`src/rtl/mips_pkg.sv`:
```
// Shared definitions for the MIPS core: CP0 exception codes, the canonical
// NOP, and the width of a fetch entry bundle {instr, pc, exc, bd}.
package mips_pkg;

  localparam int unsigned XLEN       = 32;
  localparam int unsigned EXC_CODE_W = 5;

  localparam logic [EXC_CODE_W-1:0] EXC_NONE = 5'd0;
  localparam logic [EXC_CODE_W-1:0] EXC_ADEL = 5'd4;   // address error on load/fetch

  localparam logic [XLEN-1:0] NOP_WORD = 32'h0000_0000; // sll $0,$0,0

  // Bits needed to carry one fetch entry {instr, pc, exc, bd}.
  function automatic int unsigned fd_entry_w(input int unsigned data_w,
                                             input int unsigned exc_w);
    return 2 * data_w + exc_w + 1;
  endfunction

  localparam int unsigned FD_ENTRY_W = fd_entry_w(XLEN, EXC_CODE_W);

endpackage

```
`src/rtl/fd_queue_core.sv`:
```
// Generic Depth x Width synchronous queue with push/pop/clear.
// Head is read combinationally from storage; a push into a full queue is
// legal when it coincides with a pop.
// Ports:
//   clk, reset  clock and synchronous active-high reset
//   clr_i       discard all entries (wins over push/pop)
//   push_i      write wdata_i at the tail
//   pop_i       advance the head
//   wdata_i     entry to write
//   rdata_o     head entry (undefined content when empty)
//   count_o     occupancy
module fd_queue_core #(
  parameter int unsigned Width = 70,
  parameter int unsigned Depth = 2
) (
  input  logic                     clk,
  input  logic                     reset,
  input  logic                     clr_i,
  input  logic                     push_i,
  input  logic                     pop_i,
  input  logic [Width-1:0]         wdata_i,
  output logic [Width-1:0]         rdata_o,
  output logic [$clog2(Depth):0]   count_o
);

  localparam int unsigned PtrW = (Depth > 1) ? $clog2(Depth) : 1;
  localparam int unsigned CntW = $clog2(Depth) + 1;
  localparam logic [PtrW-1:0] LastPtr = PtrW'(Depth - 1);

  logic [Width-1:0] mem_q [Depth];
  logic [PtrW-1:0]  wr_ptr_q, wr_ptr_d;
  logic [PtrW-1:0]  rd_ptr_q, rd_ptr_d;
  logic [CntW-1:0]  count_q, count_d;

  function automatic logic [PtrW-1:0] ptr_inc(input logic [PtrW-1:0] p);
    return (p == LastPtr) ? '0 : p + PtrW'(1);
  endfunction

  always_comb begin
    wr_ptr_d = wr_ptr_q;
    rd_ptr_d = rd_ptr_q;
    count_d  = count_q;
    if (clr_i) begin
      wr_ptr_d = '0;
      rd_ptr_d = '0;
      count_d  = '0;
    end else begin
      if (push_i) wr_ptr_d = ptr_inc(wr_ptr_q);
      if (pop_i)  rd_ptr_d = ptr_inc(rd_ptr_q);
      if (push_i && !pop_i)      count_d = count_q + CntW'(1);
      else if (pop_i && !push_i) count_d = count_q - CntW'(1);
    end
  end

  always_ff @(posedge clk) begin
    if (reset) begin
      wr_ptr_q <= '0;
      rd_ptr_q <= '0;
      count_q  <= '0;
    end else begin
      wr_ptr_q <= wr_ptr_d;
      rd_ptr_q <= rd_ptr_d;
      count_q  <= count_d;
    end
  end

  // Storage needs no reset: the owner masks the head while count is zero.
  always_ff @(posedge clk) begin
    if (push_i && !clr_i) mem_q[wr_ptr_q] <= wdata_i;
  end

  assign rdata_o = mem_q[rd_ptr_q];
  assign count_o = count_q;

endmodule

```
`src/rtl/fd_stage_buffer.sv`:
```
// IF->ID pipeline buffer: a DEPTH-entry instruction queue between fetch and
// decode with valid/ready handshake, D-stage stall, flush, and exception /
// delay-slot sideband. Misaligned fetches become AdEL entries carrying a NOP.
// Ports:
//   clk, reset                       clock, synchronous active-high reset
//   f_valid/f_ready                  fetch handshake
//   f_instr/f_pc/f_exc/f_bd          fetched entry
//   d_stall                          decode holds its head entry
//   flush                            discard all queued entries
//   d_valid/d_instr/d_pc/d_exc/d_bd  head entry (empty values when count==0)
//   count                            occupancy
module fd_stage_buffer
  import mips_pkg::*;
#(
  parameter int unsigned        DATA_W   = 32,
  parameter int unsigned        DEPTH    = 2,
  parameter int unsigned        EXC_W    = 5,
  parameter logic [DATA_W-1:0]  NOP_WORD = mips_pkg::NOP_WORD
) (
  input  logic                    clk,
  input  logic                    reset,
  input  logic                    f_valid,
  output logic                    f_ready,
  input  logic [DATA_W-1:0]       f_instr,
  input  logic [DATA_W-1:0]       f_pc,
  input  logic [EXC_W-1:0]        f_exc,
  input  logic                    f_bd,
  input  logic                    d_stall,
  input  logic                    flush,
  output logic                    d_valid,
  output logic [DATA_W-1:0]       d_instr,
  output logic [DATA_W-1:0]       d_pc,
  output logic [EXC_W-1:0]        d_exc,
  output logic                    d_bd,
  output logic [$clog2(DEPTH):0]  count
);

  localparam int unsigned EntryW = fd_entry_w(DATA_W, EXC_W);
  localparam int unsigned CntW   = $clog2(DEPTH) + 1;

  logic [CntW-1:0]   count_w;
  logic [EntryW-1:0] wdata, rdata;
  logic              push, pop, adel;
  logic [DATA_W-1:0] wr_instr;
  logic [EXC_W-1:0]  wr_exc;

  assign d_valid = (count_w != '0);
  assign pop     = d_valid & ~d_stall;
  // A full queue still accepts when the head leaves this cycle.
  assign f_ready = (count_w < CntW'(DEPTH)) | pop;
  assign push    = f_valid & f_ready;

  // Misaligned fetch with no earlier exception: tag AdEL, squash the word.
  assign adel     = (f_pc[1:0] != 2'b00) && (f_exc == EXC_W'(EXC_NONE));
  assign wr_exc   = adel ? EXC_W'(EXC_ADEL) : f_exc;
  assign wr_instr = adel ? NOP_WORD : f_instr;
  assign wdata    = {wr_instr, f_pc, wr_exc, f_bd};

  fd_queue_core #(
    .Width (EntryW),
    .Depth (DEPTH)
  ) u_queue (
    .clk     (clk),
    .reset   (reset),
    .clr_i   (flush),
    .push_i  (push),
    .pop_i   (pop),
    .wdata_i (wdata),
    .rdata_o (rdata),
    .count_o (count_w)
  );

  always_comb begin
    d_instr = NOP_WORD;
    d_pc    = '0;
    d_exc   = '0;
    d_bd    = 1'b0;
    if (d_valid) begin
      d_instr = rdata[EntryW-1 -: DATA_W];
      d_pc    = rdata[EXC_W+1 +: DATA_W];
      d_exc   = rdata[1 +: EXC_W];
      d_bd    = rdata[0];
    end
  end

  assign count = count_w;

endmodule

```
`config.mk`:
```
export PLATFORM = sky130hd
export DESIGN_NAME = fd_stage_buffer
export DESIGN_NICKNAME = d
export VERILOG_FILES = /design/src/rtl/mips_pkg.sv /design/src/rtl/fd_queue_core.sv /design/src/rtl/fd_stage_buffer.sv
export SDC_FILE = /design/constraint.sdc
export NUM_CORES = 1
export LEC_CHECK = 0
export CAP_MARGIN = 0
export CORE_UTILIZATION = 35
export CTS_CLUSTER_DIAMETER = 200
export DETAILED_ROUTE_END_ITERATION = 10
export PLACE_DENSITY_LB_ADDON = 0.3
export SLEW_MARGIN = 20
export SYNTH_ARGS = -nofsm -noshare
export SYNTH_HDL_FRONTEND = slang
export SYNTH_HIERARCHICAL = 1
export SYNTH_SLANG_ARGS = --single-unit
export TNS_END_PERCENT = 100
```
`constraint.sdc`:
```
create_clock -name clk -period 6.2 [get_ports clk]
set_clock_uncertainty 0.2 [all_clocks]
set_input_delay 0.62 -clock clk [delete_from_list [all_inputs] [get_ports clk]]
set_output_delay 0.62 -clock clk [all_outputs]
set_load 0.05 [all_outputs]
```
Yosys cells after proc, flatten, opt, wreduce, memory -nomap -nowiden. Memories as Yosys holds them, arrays and structs flattened. A register that Yosys moved wholly into a read port is not among the register bits. Index checks and enable logic that the tools add are counted.

Memories: 1. Input port bits: 75. Bits in registers: 4. Memory bits (writable): 140. Output and inout port bits: 74.

Memories: u_queue.mem_q (depth 2, width 70, read ports 1, clocked after memory_dff 1, write ports 1, RTL line fd_queue_core.sv:30) `logic [Width-1:0] mem_q [Depth];`.

Bitwise logic cells: 4. $lt $le $gt $ge: 1. Add/sub/neg operators: 4. Muxes and demuxes: 14. Reductions and logical operators: 12.

Operator list (number): $mux W32 (3); $mux W5 (2); $mux W1 (7); $reduce_bool A2 Y1 (3); $logic_not A5 Y1 (1); $logic_and A1 B1 Y1 (4); $mux W2 (2); $logic_not A1 Y1 (3); $add A1 B1 Y1 const B (2); $add A2 B1 Y2 const B (1); $and A1 B1 Y1 (2); $lt A2 B2 Y1 const B (1); $reduce_or A2 Y1 (1); $sub A2 B1 Y2 const B (1); $not A1 Y1 (1); $or A1 B1 Y1 (1).

Longest topological paths before layout.
Word-level depth: 8. Gate-level depth with buffers: 8. Mapped depth without buffers: 7.

By module. The synthesis kept the hierarchy.

By module, submodules not included: fd_queue_core (area an instance 5237.5 um^2, times used 1, cells an instance 238, sequential area each 4304.1 um^2); fd_stage_buffer (area an instance 850.8 um^2, times used 1, cells an instance 127, sequential area each 0.0 um^2).

Worst setup path after synthesis. Ideal clock, no wire load.

Path kind: input to register. Start: input d_stall. End: memory u_queue.mem_q[0][0] (enable). Stages: 3. Data required time: 5401 ps. Data arrival time: 6384 ps. Setup slack: -983 ps. Library setup time: 599 ps. Cell sequence: nand2_1 > and2_1 > nor3b_1.

Cells in the longest elaborated chain, start to end: 7.

Ends and longest elaborated chain: from (decl) (RTL line fd_stage_buffer.sv:28) `input logic d_stall,`; $not A1 Y1 (RTL line fd_stage_buffer.sv:48) `assign pop = d_valid & ~d_stall;`; $and A1 B1 Y1 (RTL line fd_stage_buffer.sv:48); $or A1 B1 Y1 (RTL line fd_stage_buffer.sv:50) `assign f_ready = (count_w < CntW'(DEPTH)) | pop;`; $and A1 B1 Y1 (RTL line fd_stage_buffer.sv:51) `assign push = f_valid & f_ready;`; via push (RTL line fd_stage_buffer.sv:43) `logic push, pop, adel;`; $logic_and A1 B1 Y1 (RTL line fd_queue_core.sv:69) `if (push_i && !clr_i) mem_q[wr_ptr_q] <= wdata_i;`; $mux W1 (RTL line fd_queue_core.sv:69); $mux W1 (not written as such) (RTL line fd_queue_core.sv:69); to (decl) (RTL line fd_queue_core.sv:30).

The timed path passes the listed nets, and every way through them passes these cells.

==> run metrics <==
RSZ-0062 raised after global routing=no; worst-path cell chain=mux2_2 > and2_1 > clkdlybuf4s50_1; HP Class=register to register; Critical Path RT=5.38 ns; Post-Syn Instances=365; net count after synthesis=441; WHS Path Cells=2; post-synth cell types=27; global-route wire length before repair=19.3 mm; Initial DRT Pass Iterations=4; Clock transition at path regs=0.06 ns; Final Setup Violations=0; most frequent cells in the layout=148 x clkdlybuf4s50_1, 140 x edfxtp_1, 71 x and2_1; CTS root buf=clkbuf_16; I/O Pins=149; Core Area=16800 um2; startpoint types=register; DRC viols=0; H-tree levels=4; kind of critical path=register to output pin; RR Startpoint=u_queue/count_o[0]; TritonCTS buffer count=17; max cap viols=0; routed vias/inst=4.68; syn_area_per_cell=16.7 um2; overflow left after global routing=0; Worst path max stage delay=0.99 ns; CP endpoint kind=output pin; vias in the first global route=3658; Seq cells post-synth=145; fraction of layout cells with a size suffix above 1=21.6%; PortBufs=148; top cell type's share of synthesized area=69.1%; hold_buf cts=0; worst vdd ir=0.180 mV; worst slew pin tran=0.995 ns; Total Routing Usage GR=14.4%; register area share after synthesis=70.7%; Max stage delay cell, worst path=dfxtp_4; nets=585; placed wire-length estimate=7.13 mm; Post-CTS Setup Repair Bufs=0; post-layout util=50.2%; Slew Limit Fails=0; top post-synthesis cells by area=edfxtp_1 69%, mux2_2 13%, and2_1 7.3%; Max-slew headroom=33.6%; Post-DRT Antenna Nets=0; num rows=47; CTS tree=done; deepest clock path buffer count=2; leak pwr=2.82 nW; Post-CTS Resized=0; FMAX=0.284 GHz; CTS sink cnt=145; Iter 0 DRT Violations=151; Worst-Skew Late Latency=0.41 ns; area grow syn2layout=38.2%; Final Hold Violating Endpoints=0; wire per inst=16.6 um; die area=17900 um2; yosys warns=6; Yosys top cell by area=edfxtp_1; Final min period=3.52 ns; status=completed; DR WL met2=5.90 mm; worst path arrival time=2.70 ns; CP top delay family=flip-flops; final WL=12.3 mm; mapped cell area=6090 um2; commonest non-fill, non-tap cell in the layout=clkdlybuf4s50_1; Max FO, Critical Path=70; worst r2r dst=u_queue/count_o[1]; Top Metal Used=met4; largest net degree at the start of global routing=73; routed wl met3=751 um; final setup TNS=0 ns; initial antenna violation count=0; n_diodes=0; Die Ht=134 um; pwr/cell area=316 nW/um2; Worst R2R Path Depth=6; vias=3472; Finished Layout Cells=742; r2r setup slk=3.63 ns; CP Buf/Inv Count=1; Die X-Extent=134 um; initial core utilization=36.3%; DP Cell Count=710; final period utilization=56.8%; hold_sp=u_queue/rd_ptr_q; GP Congestion=0.748; DRT met1 WL=5.47 mm
[area by class of cell]
cell class / instances / area [um2]
multi-input combinational: 193 / 1660
clock buffer: 18 / 429
inverter: 1 / 3.75
sequential: 145 / 4310
timing repair buffer: 151 / 1500
fill: 1416 / 8340
tap: 220 / 275
clock inverter: 14 / 235
[worst max path at each step]
| stage | from | to | cells past startpoint |
|---|---|---|---|
| global route | register | d_instr[8] | 3 |
| floorplan | d_stall | u_queue/mem_q[0][0] | 3 |
| global placement | u_queue/count_o[0] | d_instr[14] | 3 |
| finish | register | d_instr[14] | 3 |
| detailed placement | register | d_instr[1] | 3 |
| CTS | register | d_instr[1] | 3 |
[per-layer routing]
| layer | global-route usage, % | vias to the layer above |
|---|---|---|
| li1 | - | 1640 |
| met1 | 17.7 | 1687 |
| met2 | 23.5 | 125 |
| met3 | 4.23 | 20 |
| met4 | 6.31 | 0 |
| met5 | 0 | - |
[registers in the layout, summed over array words and instances (netlist names), named ones only]
name	flops
u_queue/wr_ptr_q	1
u_queue/count_o	2
u_queue/rd_ptr_q	1
u_queue/mem_q	140
[power breakdown]
part / switching [mW] / internal, mW / total (mW)
Sequential: 0.0137 / 1.11 / 1.13
Clock: 0.393 / 0.755 / 1.15
Combinational: 0.227 / 0.157 / 0.383
Total: 0.633 / 2.02 / 2.66
[worst min-delay path, delay by kind of cell (launching register included)]
kind,cells,cell delay (ns)
DFF,1,0.33
xor gates and xnor gates,1,0.15
and+or+nand+nor,1,0.05
[metrics by stage]
| stage | setup WS (ns) | instance area (um2) | power, mW | hold WS, ns |
|---|---|---|---|---|
| 3_5_place_dp | 3.07 | 7750 | 1.53 | 0.350 |
| 5_1_grt | 2.54 | 8420 | 2.74 | 0.394 |
| 4_1_cts | 2.62 | 8420 | 2.68 | 0.365 |
| 2_1_floorplan | 1.54 | 6090 | 1.38 | 0.318 |
| 3_3_place_gp | 2.97 | 7750 | 1.53 | 0.308 |
| 6_report | 2.68 | 8420 | 2.66 | 0.365 |
[cells by family (layout without fill, tap and decap cells)]
group | count (synthesis) | after routing | synth area share, %
xor gates and xnor gates | 4 | 4 | 0.576
buffers and inverters | 27 | 184 | 2.32
DFF | 145 | 145 | 70.7
and+or+nand+nor | 82 | 82 | 8.61
AOI/OAI and AO/OA | 36 | 36 | 4.64
adders and majority gates | 1 | 1 | 0.205
muxes | 70 | 70 | 12.9
[cell usage after synthesis (all sizes together)]
cell	instances
nand2	1
nor3b	1
or2	1
buf	12
dlygate4sd3	1
inv	1
a211oi	1
nor3	4
a21boi	32
xnor2	2
edfxtp	140
nor4	1
ha	1
or3	1
and3b	1
nor2b	1
o21ba	1
dfxtp	5
clkbuf	13
xor2	2
mux2	70
o21ai	1
a21o	1
and2	71
Power figures use the tool's default switching activity.
